**config.mk**
```make
export PLATFORM = sky130hd
export DESIGN_NAME = sfx_sequencer
export DESIGN_NICKNAME = d
export VERILOG_FILES = /design/src/rtl/sfx_sequencer.sv
export SDC_FILE = /design/constraint.sdc
export NUM_CORES = 1
export LEC_CHECK = 0
export CAP_MARGIN = 20
export CORE_ASPECT_RATIO = 1.25
export CORE_UTILIZATION = 46
export DETAILED_ROUTE_END_ITERATION = 10
export PLACE_DENSITY_LB_ADDON = 0.25
export SETUP_SLACK_MARGIN = 0.5
export SLEW_MARGIN = 20
export SYNTH_ARGS = -nofsm -noshare
export SYNTH_HDL_FRONTEND = slang
export SYNTH_SLANG_ARGS = --single-unit
```
**constraint.sdc**
```tcl
create_clock -name clk -period 6.2 [get_ports clk]
set_input_delay 1.24 -clock clk [delete_from_list [all_inputs] [get_ports clk]]
set_output_delay 1.24 -clock clk [all_outputs]
set_load 0.01 [all_outputs]
```
**src/rtl/sfx_sequencer.sv**
```systemverilog
// Sound-effect sequencer: turns game-event pulses into timed note/rest steps
// read from a 4x8 step ROM, driving the buzzer's note_sel/sound_en inputs.
module sfx_sequencer #(
  parameter int CLK_HZ  = 12_000_000,
  parameter int TICK_HZ = 100
) (
  input  logic       clk,
  input  logic       reset,
  input  logic [3:0] trig,
  input  logic       mute,
  output logic [3:0] note_sel,
  output logic       sound_en,
  output logic       busy,
  output logic [1:0] cur_sfx
);

  localparam int TICK_DIV = CLK_HZ / TICK_HZ;
  localparam int DIV_W    = (TICK_DIV > 1) ? $clog2(TICK_DIV) : 1;
  localparam logic [DIV_W-1:0] DIV_MAX = DIV_W'(TICK_DIV - 1);

  typedef enum logic {IDLE, PLAY} state_t;

  // Entry layout: {rest, note[3:0], dur[3:0]}; dur == 0 marks the end.
  function automatic logic [8:0] rom(input logic [1:0] sfx, input logic [2:0] step);
    logic [8:0] e;
    e = 9'h000;
    case ({sfx, step})
      5'b00_000: e = {1'b0, 4'd9,  4'd3};
      5'b00_001: e = {1'b0, 4'd7,  4'd2};
      5'b01_000: e = {1'b0, 4'd4,  4'd2};
      5'b01_001: e = {1'b0, 4'd2,  4'd2};
      5'b01_010: e = {1'b0, 4'd0,  4'd4};
      5'b10_000: e = {1'b0, 4'd0,  4'd5};
      5'b10_001: e = {1'b1, 4'd0,  4'd2};
      5'b10_010: e = {1'b0, 4'd0,  4'd5};
      5'b10_011: e = {1'b1, 4'd0,  4'd2};
      5'b10_100: e = {1'b0, 4'd0,  4'd8};
      5'b11_000: e = {1'b0, 4'd11, 4'd8};
      5'b11_001: e = {1'b0, 4'd9,  4'd8};
      5'b11_010: e = {1'b0, 4'd7,  4'd8};
      5'b11_011: e = {1'b0, 4'd4,  4'd8};
      5'b11_100: e = {1'b0, 4'd0,  4'd15};
      default:   e = 9'h000;
    endcase
    return e;
  endfunction

  state_t           state_q, state_d;
  logic [1:0]       sfx_q, sfx_d;
  logic [2:0]       step_q, step_d;
  logic [DIV_W-1:0] div_q, div_d;
  logic [3:0]       rem_q, rem_d;
  logic [3:0]       note_q, note_d;
  logic             rest_q, rest_d;
  logic             sound_en_q, sound_en_d;

  logic [1:0] win;
  logic       accept;
  logic [8:0] first_entry;
  logic [8:0] next_entry;

  always_comb begin
    win = 2'd0;
    for (int i = 0; i < 4; i++) begin
      if (trig[i]) win = 2'(i);
    end
    accept      = (trig != 4'd0) && ((state_q == IDLE) || (win >= sfx_q));
    first_entry = rom(win, 3'd0);
    next_entry  = rom(sfx_q, step_q + 3'd1);

    state_d = state_q;
    sfx_d   = sfx_q;
    step_d  = step_q;
    div_d   = div_q;
    rem_d   = rem_q;
    note_d  = note_q;
    rest_d  = rest_q;

    if (accept) begin
      // A new trigger always wins, including over the return to IDLE.
      state_d = PLAY;
      sfx_d   = win;
      step_d  = 3'd0;
      div_d   = '0;
      rem_d   = first_entry[3:0];
      note_d  = first_entry[7:4];
      rest_d  = first_entry[8];
    end else if (state_q == PLAY) begin
      if (div_q == DIV_MAX) begin
        div_d = '0;
        if (rem_q <= 4'd1) begin
          if ((step_q == 3'd7) || (next_entry[3:0] == 4'd0)) begin
            state_d = IDLE;
            sfx_d   = 2'd0;
            step_d  = 3'd0;
            rem_d   = 4'd0;
            note_d  = 4'd0;
            rest_d  = 1'b0;
          end else begin
            step_d = step_q + 3'd1;
            rem_d  = next_entry[3:0];
            note_d = next_entry[7:4];
            rest_d = next_entry[8];
          end
        end else begin
          rem_d = rem_q - 4'd1;
        end
      end else begin
        div_d = div_q + DIV_W'(1);
      end
    end

    sound_en_d = (state_d == PLAY) && !rest_d && !mute;
  end

  always_ff @(posedge clk or negedge reset) begin
    if (!reset) begin
      state_q    <= IDLE;
      sfx_q      <= 2'd0;
      step_q     <= 3'd0;
      div_q      <= '0;
      rem_q      <= 4'd0;
      note_q     <= 4'd0;
      rest_q     <= 1'b0;
      sound_en_q <= 1'b0;
    end else begin
      state_q    <= state_d;
      sfx_q      <= sfx_d;
      step_q     <= step_d;
      div_q      <= div_d;
      rem_q      <= rem_d;
      note_q     <= note_d;
      rest_q     <= rest_d;
      sound_en_q <= sound_en_d;
    end
  end

  assign note_sel = note_q;
  assign sound_en = sound_en_q;
  assign busy     = (state_q == PLAY);
  assign cur_sfx  = sfx_q;

endmodule

```
== Yosys cells after proc, flatten, opt, wreduce, memory -nomap -nowiden ==
Memory sizes are Yosys's and may differ from the RTL's.
Cells that the tools add are included.

* Register bits: 33
* Memory bits (read-only): 288
* Input port bits: 7
* Memories: 1

{| class="wikitable"
|+ Memory list
! memory !! words !! width !! read ports !! clocked after Yosys merged registers in !! write ports !! RTL line !! text
|-
| (name not given) || 32 || 9 || 1 || 0 || 0 || 27 || <nowiki>case ({sfx, step})</nowiki>
|}

* Add/subtract/negate cells: 3
* Magnitude comparators: 2
* Eq/ne operators: 5
* Multiplexer cells: 37
* Bitwise logic cells: 1
* Reduce and logical (&&, ||, !) cells: 17

{| class="wikitable"
|+ Operators with widths
! cell !! number
|-
| 17-bit two-way mux || 3
|-
| 4-bit two-way mux || 10
|-
| 9-bit one-hot mux with 4 select lines || 1
|-
| 17-bit by 1-bit adder with 17-bit output, second input constant || 1
|-
| 17-bit equality test, second input constant || 1
|-
| 3-bit two-way mux || 5
|-
| 2-bit two-way mux || 7
|-
| 1-bit two-way mux || 11
|-
| 2-bit nonzero test || 4
|-
| 2-bit equality test, second input constant || 2
|-
| 4-bit by 1-bit less-or-equal comparator with 1-bit output, second input constant || 1
|-
| 4-bit zero test || 1
|-
| 4-bit AND reduction || 1
|-
| 4-bit nonzero test || 1
|-
| 4-bit by 1-bit subtractor with 4-bit output, second input constant || 1
|-
| 3-bit by 1-bit adder with 3-bit output, second input constant || 1
|-
| 3-bit equality test, second input constant || 1
|-
| 1-bit logical AND || 3
|-
| 3-bit AND reduction || 1
|-
| 2-bit by 1-bit equality test with 1-bit output, second input constant || 1
|-
| 2-bit greater-or-equal comparator || 1
|-
| 1-bit zero test || 2
|-
| 2-bit zero test || 1
|-
| 1-bit logical OR || 2
|-
| 2 further kinds || 2
|}

== Longest topological paths before layout ==
Gate-level depths: netlist of run 1.
An unclocked memory read counts as a cell.

* Depth after elaboration: 12
* Mapped depth: 9
* Mapped depth without buffers: 8

== Worst setup path after synthesis of run 1 ==
OpenSTA, ideal clock, no wires.

* Path type: in2reg
* From: in trig[2]
* To: reg step_q[0]
* Arrival time: 2.820 ns
* Required time: 6.075 ns
* Slack: 3.255 ns
* Stages on the path: 8
* Path buffers: 0
* Cells stage by stage: nor2_1 -> inv_1 -> ha_1 -> inv_1 -> o21ai_0 -> nand2_1 -> and2_1 -> mux2_2

* Word-level cells in the longest chain between the ends: 7

{| class="wikitable"
|+ Ends and longest elaborated chain
! item !! RTL line !! text
|-
| from (decl) || 9 || <nowiki>input logic [3:0] trig,</nowiki>
|-
| 2-bit two-way mux (2 in a row) || 65 || <nowiki>if (trig[i]) win = 2'(i);</nowiki>
|-
| 2-bit greater-or-equal comparator || 67 || <nowiki>accept = (trig != 4'd0) && ((state_q == IDLE) || (win >= sfx_q));</nowiki>
|-
| 1-bit logical OR || 67 ||
|-
| 1-bit logical AND (*) || 67 ||
|-
| 2-bit nonzero test (no source line) || n/a ||
|-
| 3-bit AND reduction (no source line) || n/a ||
|-
| to (signal assigned) || 129 || <nowiki>step_q <= step_d;</nowiki>
|-
| to (decl) || 50 || <nowiki>logic [2:0] step_q, step_d;</nowiki>
|}

Every way passes the cells marked *; elsewhere a longest branch is shown, timed or not.
A chain may end at the register's enable or synchronous reset.

== Worst setup path in the final report of run 1 ==
Ends and elaborated chain as after synthesis.

==> results of run 1 <==
-- worst min path at each step --
stage                            end  cells past startpoint
6_report       step_q[2]$_DFFE_PN0P_                      1
3_3_place_gp   step_q[2]$_DFFE_PN0P_                      1
3_5_place_dp   step_q[2]$_DFFE_PN0P_                      1
4_1_cts        step_q[2]$_DFFE_PN0P_                      1
5_1_grt        step_q[2]$_DFFE_PN0P_                      1
2_1_floorplan  step_q[2]$_DFFE_PN0P_                      1
-- cells in the mapped netlist, types with 3 or more instances --
cell type  count  area share
a21oi_1       12       0.028
a22o_1         3       0.012
a2bb2oi_1      3       0.012
a31oi_1        3      0.0087
and3_1         5       0.014
buf_2          5       0.012
dfrtp_1       33        0.38
ha_1          14       0.081
inv_1         15       0.026
mux2_2         3       0.016
mux2i_1        3       0.014
nand2_1       15       0.026
nand2b_1       3      0.0087
nand3_1        8       0.019
nand4_1        4       0.012
nor2_1        17       0.030
nor3_1        11       0.025
nor4_1         4       0.012
o21ai_0       17       0.039
o22ai_1        4       0.012
or3_1          7       0.020
xnor2_1        6       0.024
-- worst max-delay path, stage by stage --
cell	delay, ns
clkdlybuf4s50_1	0.45
nor2_1	0.24
inv_1	0.13
ha_1	0.28
inv_1	0.04
o21ai_0	0.41
nand2_1	0.44
and2_1	0.31
mux2_2	0.26
-- kinds of logic (layout without fill, tap and decap cells) --
kind of cell / Yosys count / after routing
AND/OR/NAND/NOR: 89 / 89
XOR/XNOR: 7 / 7
multiplexers: 6 / 6
buffers and inverters: 22 / 38
adder cells (fa/ha/maj): 14 / 14
flip-flops: 33 / 33
AO/OA/AOI/OAI: 63 / 63
-- metal layers --
layer,share of wire,routed length [um],global-route usage
met1,0.42,2020,0.233
met2,0.52,2480,0.379
met3,0.026,125,0.0465
met4,0.028,133,0.116
met5,0,0,0
-- power by group --
group,internal [mW],leakage (nW),switching [mW]
sequential,0.256,0.431,0.0555
clock,0.131,0.0585,0.0787
combinational,0.177,0.504,0.218
total,0.563,0.994,0.352
-- cell usage in the layout, fill, tap and decap left out, drive strengths merged, types with 9 or more instances in the layout --
master,Yosys,layout
dfrtp,33,33
nand2,15,15
nor3,11,11
inv,15,15
nand3,9,9
clkdlybuf4s50,0,14
a21oi,12,12
o21ai,17,17
nor2,17,17
ha,14,14
-- metrics by stage --
step / hold WS, ns / util
final: 0.512 / 0.552
after global routing: 0.554 / 0.552
after CTS: 0.518 / 0.552
after detailed placement: 0.502 / 0.526
after global placement: 0.505 / 0.526
after floorplan: 0.480 / -
-- registers in the layout, summed over array words and instances, names as in the netlist --
name	count
rem_q	4
note_sel	4
sound_en	1
busy	1
step_q	3
rest_q	1
div_q	17
cur_sfx	2
-- layout make-up --
cell class                      count  area (um2)
Inverter                           15        56.3
Tap cell                           58        72.6
Sequential cell                    33         826
Fill cell                         440        2000
Clock inverter                      1        30.0
Multi-Input combinational cell    179        1240
Timing Repair Buffer               15         148
Clock buffer                        7        86.3
==> results.sh, run 1 <==
export IMPL_status="finished clean"
export IMPL_layout_setup_ws_ns=2.58
export IMPL_drv_slew=0
export IMPL_via_per_inst=5.88
export IMPL_portBuffers=14
export IMPL_drc=0
export IMPL_cts_buffers=5
export IMPL_yosys_area_share_simple=0.237
export IMPL_gp_congestion=0.798
export IMPL_cts_reportedPaths_clkPinSlew_ns=0.07
export IMPL_hold_start="step_q[2]$_DFFE_PN0P_"
export IMPL_root_buffer="clkbuf_8"
export IMPL_synth_async_reset_ratio=1.00
export IMPL_cts_hold_buf=0
export IMPL_required_ns=6.38
export IMPL_first_global_vias=1829
export IMPL_clock_sinks=33
export IMPL_rsz0062_at_grt="false"
export IMPL_ir_worst_vdd_mv=0.221
export IMPL_vias=1811
export IMPL_ctsResizeCount=0
export IMPL_p_total_mw=0.915
export IMPL_cellPowerDensity_nw_per_um2=372
export IMPL_die_h_um=78.7
export IMPL_overflow=0
export IMPL_endpoint_kind="register"
export IMPL_die_w_um=63.3
export IMPL_synth_top_family_by_area="simple AND/OR/NAND/NOR gates"
export IMPL_core_area_um2=4460
export IMPL_first_iter_violations=186
export IMPL_grt_pass1_wl_um=8280
export IMPL_post_cts_setup_buffers=0
export IMPL_hold_viol_final=0
export IMPL_wl_um=4760
export IMPL_crit_path_start_kind="primary input"
export IMPL_worst_r2r_endpoint="step_q[0]$_DFFE_PN0P_"
export IMPL_critical_path_class="in2reg"
export IMPL_clock_tree_buffer_depth=2
export IMPL_synth_compound_area_share=0.200
export IMPL_grt_usage=0.213
export IMPL_netlist_instances=234
export IMPL_cp_arrival_ns=3.80
export IMPL_rows=27
export IMPL_start_util=0.485
export IMPL_die_area_um2=4980
export IMPL_syn_nets=255
export IMPL_synth_cell_types=51
export IMPL_grt_max_degree=34
export IMPL_syn_area_um2=2160
export IMPL_crit_end="step_q[0]$_DFFE_PN0P_"
export IMPL_hpwl_um=3470
export IMPL_antenna_found_initial=0
export IMPL_synthAdderAreaFrac=0.0810
export IMPL_synth_xor_area_frac=0.0284
export IMPL_synthToLayoutAreaGrowth_pct=13.9
export IMPL_fin_crit_sh=0.584
export IMPL_r2r_slack_ns=3.41
export IMPL_critPathMaxFanout=16
export IMPL_dp_cells=300
export IMPL_setup_viol=0
export IMPL_ys_warn_count=0
export IMPL_drive_gt1_frac=0.0720
export IMPL_synth_edf_count=0
export IMPL_antenna_cells=0
export IMPL_final_antenna_net_count=0
export IMPL_ys_ff_latch=33
export IMPL_worstSetupStartpoint="trig[2]"
export IMPL_synth_mux_area_frac=0.0295
export IMPL_synth_seq_area_share=0.382
export IMPL_htree_levels=2
export IMPL_ios=15
export IMPL_fin_tns_setup_ns=0
export IMPL_final_area_um2=2460
export IMPL_worst_pin_slew_ns=0.815
export IMPL_fmax_ghz=0.276
export IMPL_post_drt_wl_per_cell_um=15.5
export IMPL_max_slew_margin_rel=0.452
export IMPL_reg2reg_depth=7
export IMPL_placed_cell_area_um2=2350
export IMPL_hold_class="reg2reg"
export IMPL_synth_flop_cell="dfrtp_1"
export IMPL_min_period_ns=3.62
export IMPL_avgSynthCellArea_um2=9.24
export IMPL_drtPass1Iterations=4
export IMPL_stdcell_count=308
export IMPL_preCtsSetupSlack_ns=2.30
export IMPL_r2r_start="step_q[0]$_DFFE_PN0P_"
export IMPL_cellLeakagePower_nw=0.994
export IMPL_fin_skew_ns=0.00793
export IMPL_clock_latency_ns=0.29
export IMPL_fin_nets=270
export IMPL_maxCapViolCount=0
export IMPL_cts_tree="done"
Note: power is estimated with default switching activity, not from simulation.
==> run 2, diff against run 1 <==
Clock period 6.2 ns to 3.43 ns, I/O delays scaled along.
==> results.sh, run 2 (synthesis results as in run 1) <==
export IMPL_first_iter_violations=71
export IMPL_clock_tree_buffer_depth=2
export IMPL_root_buffer="clkbuf_8"
export IMPL_fin_skew_ns=0.00669
export IMPL_nFillCells=433
export IMPL_top_register="div_q"
export IMPL_gp_congestion=0.863
export IMPL_portBuffers=14
export IMPL_max_stage_delay_ns=0.46
export IMPL_cellPowerDensity_nw_per_um2=646
export IMPL_crit_buf_inv=0
export IMPL_cts_hold_buf=0
export IMPL_grt_pass1_wl_um=8290
export IMPL_critPathMaxFanout=11
export IMPL_start_util=0.485
export IMPL_fin_tns_setup_ns=0
export IMPL_cts_buffers=5
export IMPL_first_global_vias=1707
export IMPL_final_cell_mix="33 x dfrtp_1, 17 x nor2_1, 16 x o21ai_0, 15 x inv_1, 15 x nand2_1"
export IMPL_hold_viol_final=0
export IMPL_ios=15
export IMPL_fmax_ghz=0.375
export IMPL_post_cts_setup_buffers=0
export IMPL_stdcell_count=311
export IMPL_power_switching_mw=0.629
export IMPL_worst_pin_slew_ns=0.531
export IMPL_drtPass1Iterations=4
export IMPL_ctsResizeCount=1
export IMPL_htree_levels=2
export IMPL_dp_cells=304
export IMPL_placed_cell_area_um2=2380
export IMPL_cellLeakagePower_nw=1.01
export IMPL_cp_arrival_ns=2.88
export IMPL_vias=1802
export IMPL_drive_gt1_frac=0.0949
export IMPL_cpLargestDelayFamily="simple AND/OR/NAND/NOR gates"
export IMPL_wl_um=4770
export IMPL_combPwrFrac=0.469
export IMPL_clock_sinks=33
export IMPL_p_int_mw=0.975
export IMPL_swShare=0.392
export IMPL_fin_crit_sh=0.777
export IMPL_synthToLayoutAreaGrowth_pct=14.8
export IMPL_min_period_ns=2.67
export IMPL_pwr_share_clk=0.181
export IMPL_cp_common_cell="ha_1"
export IMPL_final_antenna_net_count=0
export IMPL_max_slew_margin_rel=0.643
export IMPL_die_h_um=78.7
export IMPL_grt_use_met1=0.271
export IMPL_setup_viol=0
export IMPL_cts_tree="done"
export IMPL_cpMaxStageDelayCell="dfrtp_1"
export IMPL_maxCapViolCount=0
export IMPL_required_ns=3.64
export IMPL_cts_reportedPaths_clkPinSlew_ns=0.06
export IMPL_power_frac_seq=0.350
export IMPL_overflow=0
export IMPL_cp_cell_sequence="ha_1, ha_1, nor4bb_1, nor3_1, a31oi_2, nor3b_2, mux2_2"
export IMPL_grt_usage=0.212
export IMPL_core_area_um2=4460
export IMPL_use_met3=0.0334
export IMPL_final_common_cell="dfrtp_1"
export IMPL_hpwl_um=3520
export IMPL_rows=27
export IMPL_post_drt_wl_per_cell_um=15.4
export IMPL_final_util=0.556
export IMPL_grt_use_met2=0.368
export IMPL_largest_register_ffs=17
export IMPL_grt_max_degree=34
export IMPL_whs_ns=0.513
export IMPL_clock_latency_ns=0.27
export IMPL_status="finished clean"
export IMPL_die_w_um=63.3
export IMPL_drv_slew=0
export IMPL_rsz0062_at_grt="false"
export IMPL_drc=0
export IMPL_endpoint_kind="register"
export IMPL_crit_path_start_kind="register"
export IMPL_critical_path_class="reg2reg"
export IMPL_antenna_found_initial=0
export IMPL_grt_busiest_layer="met2"
export IMPL_hold_class="reg2reg"
export IMPL_antenna_cells=0
export IMPL_ir_worst_vdd_mv=0.360
export IMPL_die_area_um2=4980
export IMPL_fin_nets=274
export IMPL_final_area_um2=2480
export IMPL_via_per_inst=5.79
-- run 2: cell types whose count changed in the layout (fill, tap and decap cells not counted), sizes merged --
cell	change
buf	+4
bufinv	-1
-- run 2: power groups by stage --
stage                     logic, mW  registers, mW  clock network [mW]
after floorplan               0.530          0.540                   0
after global placement        0.726          0.567                   0
after detailed placement      0.734          0.567                   0
after CTS                     0.746          0.561               0.298
after global routing          0.843          0.576               0.313
final                         0.752          0.562               0.290
-- run 2: final cells by class --
cell class,instances,area (um2),area share
clock buffers,7,86.3,0.0348
inverters,15,56.3,0.0227
multi-input cells,179,1260,0.509
flip-flops and latches,33,826,0.333
well taps,58,72.6,0.0292
repair buffers,19,178,0.0716
-- run 2: path summary, 6_finish.rpt --
kind / startpoint / end / slack (ns) / cells after the start
worst max register to register: step_q[0]$_DFFE_PN0P_ / step_q[0]$_DFFE_PN0P_ / 0.76 / 7
worst min register to register: step_q[2]$_DFFE_PN0P_ / step_q[2]$_DFFE_PN0P_ / 0.51 / 1
max in group asynchronous: reset / div_q[6]$_DFFE_PN0P_ / 2.32 / 2
worst max-delay path: step_q[0]$_DFFE_PN0P_ / step_q[0]$_DFFE_PN0P_ / 0.76 / 7
worst min-delay path: step_q[2]$_DFFE_PN0P_ / step_q[2]$_DFFE_PN0P_ / 0.51 / 1
min in group asynchronous: reset / cur_sfx[0]$_DFFE_PN0P_ / 0.80 / 2
-- run 2: per-layer routing --
layer / up-vias / share of wire
met5: - / 0
met4: 0 / 0.0069
met3: 4 / 0.027
met2: 25 / 0.53
met1: 864 / 0.44
li1: 909 / -
-- run 2: metrics by stage --
stage                     total power [mW]  setup WS (ns)
after global routing                  1.73          0.539
final                                 1.60          0.765
after detailed placement              1.30          0.180
after global placement                1.29          0.290
after floorplan                       1.07           1.04
after CTS                             1.60          0.522
